`config.mk`:
```
export PLATFORM = sky130hd
export DESIGN_NAME = sdram_frame_writer
export DESIGN_NICKNAME = d
export VERILOG_FILES = /design/src/rtl/sdram_frame_pkg.sv /design/src/rtl/sdram_frame_writer.sv
export SDC_FILE = /design/constraint.sdc
export NUM_CORES = 1
export LEC_CHECK = 0
export BUFFER_PORTS_ARGS = -buffer_cell sky130_fd_sc_hd__buf_2
export CELL_PAD_IN_SITES_DETAIL_PLACEMENT = 0
export CELL_PAD_IN_SITES_GLOBAL_PLACEMENT = 2
export CORE_MARGIN = 2
export CORE_UTILIZATION = 26
export DETAILED_ROUTE_END_ITERATION = 6
export PLACE_DENSITY = 0.78
export RECOVER_POWER = 100
export SLEW_MARGIN = 30
export SYNTH_ARGS = -nofsm -noshare
export SYNTH_HDL_FRONTEND = slang
export SYNTH_SLANG_ARGS = --single-unit
```
`constraint.sdc`:
```
create_clock -name CLK -period 3 [get_ports CLK]
set_clock_uncertainty 0.15 [all_clocks]
set_input_delay 0.3 -clock CLK [delete_from_list [all_inputs] [get_ports CLK]]
set_output_delay 0.3 -clock CLK [all_outputs]
set_load 0.02 [all_outputs]
```
`src/rtl/sdram_frame_pkg.sv`:
```
// Shared types and helpers for the SDRAM frame writer: FSM states, the
// two-word RGB packing and saturating counters.
package sdram_frame_pkg;

    localparam int SDRAM_ASIZE = 22;

    typedef enum logic [2:0] {
        IDLE,
        SYNC,
        ARMED,
        LOAD,
        ACTIVE
    } fw_state_t;

    typedef struct packed {
        logic [15:0] wr1;
        logic [15:0] wr2;
    } wr_words_t;

    // Green is split across both words so each side carries 15 bits of colour.
    function automatic wr_words_t pack_rgb(input logic [9:0] r,
                                           input logic [9:0] g,
                                           input logic [9:0] b);
        wr_words_t w;
        w.wr1 = {1'b0, g[9:5], b};
        w.wr2 = {1'b0, g[4:0], r};
        return w;
    endfunction

    function automatic logic [15:0] sat_inc16(input logic [15:0] v);
        return (v == 16'hFFFF) ? v : v + 16'd1;
    endfunction

    function automatic logic [19:0] sat_inc20(input logic [19:0] v);
        return (v == 20'hFFFFF) ? v : v + 20'd1;
    endfunction

endpackage

```
`src/rtl/sdram_frame_writer.sv`:
```
// Packs the RGB capture stream into two aligned SDRAM write FIFOs, reloads the
// write sides at every frame start and tracks frame/drop statistics.
module sdram_frame_writer
    import sdram_frame_pkg::*;
#(
    parameter int                     ASIZE        = SDRAM_ASIZE,
    parameter logic [ASIZE-1:0]       WR1_BASE     = '0,
    parameter logic [ASIZE-1:0]       WR2_BASE     = ASIZE'(22'h100000),
    parameter int                     FRAME_PIXELS = 327680,
    parameter int                     BURST_LEN    = 256,
    parameter int                     LOAD_CYCLES  = 4
) (
    input  logic             CLK,
    input  logic             RESET,
    input  logic             iENABLE,
    input  logic             iFVAL,
    input  logic             iLVAL,
    input  logic             iDVAL,
    input  logic [9:0]       iRED,
    input  logic [9:0]       iGREEN,
    input  logic [9:0]       iBLUE,
    input  logic             iWR1_FULL,
    input  logic             iWR2_FULL,
    output logic [15:0]      WR1_DATA,
    output logic [15:0]      WR2_DATA,
    output logic             WR1,
    output logic             WR2,
    output logic [ASIZE-1:0] WR1_ADDR,
    output logic [ASIZE-1:0] WR2_ADDR,
    output logic [ASIZE-1:0] WR1_MAX_ADDR,
    output logic [ASIZE-1:0] WR2_MAX_ADDR,
    output logic [8:0]       WR1_LENGTH,
    output logic [8:0]       WR2_LENGTH,
    output logic             WR1_LOAD,
    output logic             WR2_LOAD,
    output logic [15:0]      oFRAME_CNT,
    output logic [15:0]      oDROP_CNT,
    output logic             oOVERFLOW,
    output logic             oSIZE_ERR,
    output logic             oBUSY
);

    localparam logic [19:0] FRAME_PIX = 20'(FRAME_PIXELS);
    localparam logic [3:0]  LOAD_LAST = 4'(LOAD_CYCLES - 1);

    fw_state_t   state;
    logic        fval_d;
    logic [3:0]  load_cnt;
    logic        end_pend;
    logic [19:0] pixel_cnt;
    logic        wr_p1;
    logic [15:0] wr1_data_p1;
    logic [15:0] wr2_data_p1;
    logic        load_r;

    logic        frame_start;
    logic        frame_end;
    logic        pix_vld;
    wr_words_t   words;

    assign frame_start = iFVAL & ~fval_d;
    assign frame_end   = ~iFVAL & fval_d;
    assign pix_vld     = iFVAL & iLVAL & iDVAL;
    assign words       = pack_rgb(iRED, iGREEN, iBLUE);

    assign WR1_ADDR     = WR1_BASE;
    assign WR2_ADDR     = WR2_BASE;
    assign WR1_MAX_ADDR = WR1_BASE + ASIZE'(FRAME_PIXELS);
    assign WR2_MAX_ADDR = WR2_BASE + ASIZE'(FRAME_PIXELS);
    assign WR1_LENGTH   = 9'(BURST_LEN);
    assign WR2_LENGTH   = 9'(BURST_LEN);

    // Both write sides share one request and one load so the FIFOs never skew.
    assign WR1      = wr_p1;
    assign WR2      = wr_p1;
    assign WR1_DATA = wr1_data_p1;
    assign WR2_DATA = wr2_data_p1;
    assign WR1_LOAD = load_r;
    assign WR2_LOAD = load_r;
    assign oBUSY    = (state != IDLE);

    always_ff @(posedge CLK or posedge RESET) begin
        if (RESET) begin
            state       <= IDLE;
            fval_d      <= 1'b0;
            load_cnt    <= '0;
            end_pend    <= 1'b0;
            pixel_cnt   <= '0;
            wr_p1       <= 1'b0;
            wr1_data_p1 <= '0;
            wr2_data_p1 <= '0;
            load_r      <= 1'b0;
            oFRAME_CNT  <= '0;
            oDROP_CNT   <= '0;
            oOVERFLOW   <= 1'b0;
            oSIZE_ERR   <= 1'b0;
        end else begin
            fval_d <= iFVAL;
            wr_p1  <= 1'b0;

            case (state)
                IDLE: begin
                    if (iENABLE)
                        state <= SYNC;
                end

                // Skip whatever frame is in flight so capture starts on a boundary.
                SYNC: begin
                    if (!iFVAL)
                        state <= ARMED;
                end

                ARMED: begin
                    if (!iENABLE) begin
                        state <= IDLE;
                    end else if (frame_start) begin
                        state     <= LOAD;
                        load_r    <= 1'b1;
                        load_cnt  <= LOAD_LAST;
                        end_pend  <= 1'b0;
                        pixel_cnt <= '0;
                        oDROP_CNT <= '0;
                        oOVERFLOW <= 1'b0;
                    end
                end

                LOAD: begin
                    if (pix_vld) begin
                        oDROP_CNT <= sat_inc16(oDROP_CNT);
                        oOVERFLOW <= 1'b1;
                    end
                    if (frame_end)
                        end_pend <= 1'b1;
                    // A frame that ends mid-pulse still gets its full reload first.
                    if (load_cnt == 4'd0) begin
                        load_r <= 1'b0;
                        if (end_pend || frame_end) begin
                            end_pend   <= 1'b0;
                            oFRAME_CNT <= oFRAME_CNT + 16'd1;
                            oSIZE_ERR  <= (pixel_cnt != FRAME_PIX);
                            state      <= iENABLE ? ARMED : IDLE;
                        end else begin
                            state <= ACTIVE;
                        end
                    end else begin
                        load_cnt <= load_cnt - 4'd1;
                    end
                end

                ACTIVE: begin
                    if (frame_end) begin
                        oFRAME_CNT <= oFRAME_CNT + 16'd1;
                        oSIZE_ERR  <= (pixel_cnt != FRAME_PIX);
                        state      <= iENABLE ? ARMED : IDLE;
                    end else if (pix_vld) begin
                        if (!iWR1_FULL && !iWR2_FULL) begin
                            wr_p1       <= 1'b1;
                            wr1_data_p1 <= words.wr1;
                            wr2_data_p1 <= words.wr2;
                            pixel_cnt   <= sat_inc20(pixel_cnt);
                        end else begin
                            oDROP_CNT <= sat_inc16(oDROP_CNT);
                            oOVERFLOW <= 1'b1;
                        end
                    end
                end

                default: state <= IDLE;
            endcase
        end
    end

endmodule

```
======== Word-level counts from Yosys, hierarchy flattened ========
Cells that the tools add are included.
Widths: inputs -> output; s select.
operators by class
  $add $sub $neg .......................... 4
  reduce and logical (&&, ||, !) cells .... 19
  bitwise gates (word level) .............. 7
  mux-type cells .......................... 55
  equal/unequal tests ..................... 22
operators by type and width
  kind                   count
  $mux 16                10
  $mux 20                6
  $pmux 16 s3            1
  $pmux 20 s2            1
  $add 16x1->16 const B  2
  $pmux 16 s2            1
  $ne 2x2->1 const B     14
  $mux 3                 7
  $add 20x1->20 const B  1
  $eq 20x20->1 const B   1
  $ne 20x19->1 const B   1
  $mux 1                 19
  $eq 16x16->1 const B   1
  $reduce_and 4->1       4
  $pmux 3 s5             1
  $reduce_and 7->1       2
  $mux 4                 3
  $pmux 4 s2             1
  $eq 3x2->1 const B     2
  $pmux 1 s2             3
  $reduce_bool 2->1      3
  $reduce_bool 3->1      2
  $reduce_and 5->1       1
  $and 1x1->1            4
  13 further kinds       16
storage, ports and cells
  output and inout port bits .............. 177
  flip-flop bits (word level) ............. 95
  input port bits ......................... 38

======== Logic depth before layout (Yosys ltp) ========
  depth in word-level cells ............... 6
  gate-level depth with buffers ........... 7
  mapped depth without buffers ............ 7

======== Worst setup path before layout ========
No wires, ideal clock.
  path kind ............................... reg-to-reg
  from .................................... reg oDROP_CNT[0]
  to ...................................... reg oDROP_CNT[9]
  path buffers ............................ 0
  data required time ...................... 2.768 ns
  stages on the path, launching flop included .. 7
  slack ................................... 0.756 ns
  arrival time ............................ 2.012 ns
  period minus slack after synthesis ...... 2.244 ns
  cells stage by stage .................... dfrtp_1 > ha_1 > nand3_1 > or4b_1 > and2_1 > a31o_2 > a31oi_1
on the way
  cells in the longest elaborated chain, start to end .. 6
  elaborated cells on any way between the ends .. 8
  those cells by class .................... add/sub: 1; eq/ne: 1; mux: 6
ends and longest elaborated chain
  what                                                  RTL line                   source
  start: declaration                                    sdram_frame_writer.sv:37   output logic [15:0] oDROP_CNT,
  start signal: assignment                              sdram_frame_writer.sv:129  oDROP_CNT <= sat_inc16(oDROP_CNT);
  start signal: assignment                              sdram_frame_writer.sv:162  oDROP_CNT <= sat_inc16(oDROP_CNT);
  $add 16x1->16 / $eq 16x16->1 (equally long branches)  sdram_frame_pkg.sv:31      return (v == 16'hFFFF) ? v : v + 16'd1;
  $mux 16 (*)                                           sdram_frame_pkg.sv:31
  $mux 16                                               sdram_frame_writer.sv:156  if (!iWR1_FULL && !iWR2_FULL) begin
  $mux 16                                               sdram_frame_writer.sv:155  end else if (pix_vld) begin
  $mux 16                                               sdram_frame_writer.sv:151  if (frame_end) begin
  $pmux 16 s3 (*)                                       sdram_frame_writer.sv:101  case (state)
Mark *: on every way between the ends. The rest lies on a longest branch, timed or not. The select of a mux whose other input is x is not followed.
A chain may end at the register's enable or synchronous reset.

======== Final worst setup path ========
  from .................................... in iFVAL
  to ...................................... reg pixel_cnt[4]
on the way
  cells in the longest elaborated chain, start to end .. 4
  elaborated cells on any way between the ends .. 9
  those cells by class .................... eq/ne: 3; bitwise: 5; reduce/logical: 1
ends and longest elaborated chain
  what                                             RTL line                                            source
  start: declaration                               sdram_frame_writer.sv:16                            input logic iFVAL,
  $and 1x1->1 / $not 1->1 (equally long branches)  sdram_frame_writer.sv:63, sdram_frame_writer.sv:62
  $and 1x1->1 (on tied branches)                   sdram_frame_writer.sv:63, sdram_frame_writer.sv:62
  $ne 2x2->1 (no line)                             --
  $reduce_and 7->1 (no line) (*)                   --
  end signal: assignment                           sdram_frame_writer.sv:160                           pixel_cnt <= sat_inc20(pixel_cnt);
  end: declaration                                 sdram_frame_writer.sv:50                            logic [19:0] pixel_cnt;
Mark *: on every way between the ends. The rest lies on a longest branch, timed or not.

==> impl_metrics.yaml <==
finish:
  syn_to_final_growth_pct: 16.6
  final_common_cell: "nand2_1"
  nets: 796
  stdcell_count: 1032
  final_cell_mix: "116 x nand2_1, 108 x conb_1, 95 x dfrtp_1"
  layout-drive-gt1-share: 0.110
sta:
  setup_viol: 0
  final.min_clock_period_ns: 2.64
  worst_pin_slew_ns: 1.90
  rsz0062_at_grt: "false"
  hold_ws_ns: 0.191
  post-route-period-util: 0.882
  hold_viol_final: 0
  slew_viol_final: 48
  slew_headroom: -0.268
  fmax_mhz: 378
  fin_tns_setup_ns: 0
min_path:
  hold_path_depth: 4
  worstHoldPathType: "in2reg"
floorplan:
  ioPinCount: 215
  dieWidth_um: 151
  num_rows: 53
  die_area_um2: 22800
  chipHeight_um: 151
  core-area_um2: 21100
  start_util: 0.267
setup_path:
  reg2reg_depth: 7
  start_kind: "input pin"
  cp_slowest_cell: "dlygate4sd3_1"
  regToRegSetupSlack_ns: 0.42
  slowest_delay_ns: 0.54
  path_max_fanout: 8
  critPathArrivalTime_ns: 2.74
  path_cells: "dlygate4sd3_1 -> clkbuf_1 -> nand2b_1 -> nor4_4 -> o22ai_1 -> buf_4 -> a211o_1 -> a21o_1"
  crit_type: "in2reg"
  cp-end-kind: "register"
  cp.required_ns: 3.09
power_and_ir_drop:
  ir_drop_v: 0.000239
  powerDensity_nw_per_um2: 548
  p_leak_nw: 3.11
drt:
  drt-vias-per-instance: 4.35
  ant_nets: 0
  vias: 4486
  drtIter0Drc: 212
  wl_per_cell_um: 13.5
  drt_wl_total_um: 13900
  drc: 0
  firstDrtPassIters: 4
grt:
  antenna_found_initial: 0
  grt_max_degree: 48
  grt_pass1_vias: 4071
  track_usage: 0.120
  gr-total-overflow: 0
  grt_pass1_wl_um: 21300
clocking:
  cts.sinks: 95
  h-tree-depth: 3
  cts_tree: "yes"
  cts_root_buf: "clkbuf_16"
  clk_pin_slew_ns: 0.07
  clk_latency_ns: 0.34
  cts_max_path_buffers: 2
  cts_buffers: 9
  cts_resized: 0
  cts_setup_buffers: 0
synth:
  yosysSeqAreaShare: 0.423
  synthTopCellsByArea: "dfrtp_1 42%, buf_4 15%, nand2_1 7.7%"
  netlist_instances: 619
  avgSynthCellArea_um2: 9.08
  async_reset_ff_frac: 1.00
  synth_top_flop_cell: "dfrtp_1"
  synth_top_area_frac: 0.423
  yosys.area.top_type: "dfrtp_1"
  synth-edff-count: 0
  yosysUniqueCellTypes: 57
  syn_area_um2: 5620
  yosysWarnings: 0
  synth-seq-cells: 95
place:
  place_congestion: 0.768
  placedCellCount: 984
  io_buffers: 106
  dpl.hpwl_um: 9980
status:
  violations: "max-capacitance violations, max-slew violations"
  status: "finished, violations left"
job:
  drv_cap: 1
-- critical path, delay by kind of cell --
kind | cells | cell delay (ns)
AO/OA/AOI/OAI | 3 | 0.75
buffers and inverters | 3 | 1.08
AND/OR/NAND/NOR | 2 | 0.59
-- repair_timing --
item,in CTS,in global routing
hold endpoints to repair,74,0
setup endpoints to repair,0,0
hold buffers,32,0
-- layer usage --
layer  track usage  share of wire
met5             0              0
met4        0.0523          0.014
met2         0.188           0.48
met1         0.161           0.46
met3        0.0226          0.043
-- flip-flops by register name, summed over array words and instances (netlist names) --
signal,cells
WR1,1
WR1_DATA,15
WR1_LOAD,1
WR2_DATA,15
end_pend,1
fval_d,1
load_cnt,4
oDROP_CNT,16
oFRAME_CNT,16
oOVERFLOW,1
oSIZE_ERR,1
pixel_cnt,20
state,3
-- logic make-up (layout without fill, tap and decap cells) --
group	Yosys count	in the layout	synth area share
compound gates	114	114	0.141
xor+xnor	16	16	0.0249
fa+ha+maj	6	6	0.0134
buf+inv	152	183	0.179
flops	95	95	0.423
mux	2	2	0.00378
other cells	2	109	0.00134
simple gates	232	232	0.213
-- final cells by class --
class / instances / area, µm²
Tap cell: 275 / 344
Multi-Input combinational cell: 478 / 2610
Timing Repair Buffer: 153 / 866
Clock inverter: 5 / 58.8
Clock buffer: 10 / 239
Fill cell: 2337 / 14500
Antenna cell: 1 / 2.50
Sequential cell: 95 / 2380
Inverter: 15 / 56.3
-- worst paths after layout --
| check | start | end |
|---|---|---|
| min in group asynchronous | RESET | WR1 |
| max | iFVAL | pixel_cnt[4] |
| max reg2reg | pixel_cnt[0] | pixel_cnt[16] |
| max in group asynchronous | RESET | WR1_DATA[11] |
| min | iENABLE | state[0] |
| min reg2reg | WR2_DATA[11] | WR2_DATA[11] |
-- cell usage after synthesis (all sizes together) (7+ instances only) --
library cell and count:
buf 120, nand2 116, dfrtp 95, o31ai 27, nand3 21, nor2 21
a21oi 17, a31oi 17, clkbuf 17, o21ai 16, inv 15, xnor2 14
nand4 11, nor4 11, and3 9, nor3 8, a41oi 7, and2 7
-- where the power goes --
group          total [mW]  leakage (nW)  internal, mW  switching [mW]
sequential           1.52          1.29          1.40           0.129
combinational       0.902          1.68         0.293           0.608
clock                1.17         0.141         0.665           0.504
-- stage by stage --
stage	area, µm²	total power, mW	setup slack, ns	utilization
2_1_floorplan	6020	2.32	0.0730	-
3_3_place_gp	6060	2.47	0.591	0.287
3_5_place_dp	6060	2.47	0.559	0.287
4_1_cts	6680	3.71	0.519	0.317
5_1_grt	6550	3.82	0.148	0.311
6_report	6560	3.60	0.355	0.311
Note: power is estimated with default switching activity, not from simulation.
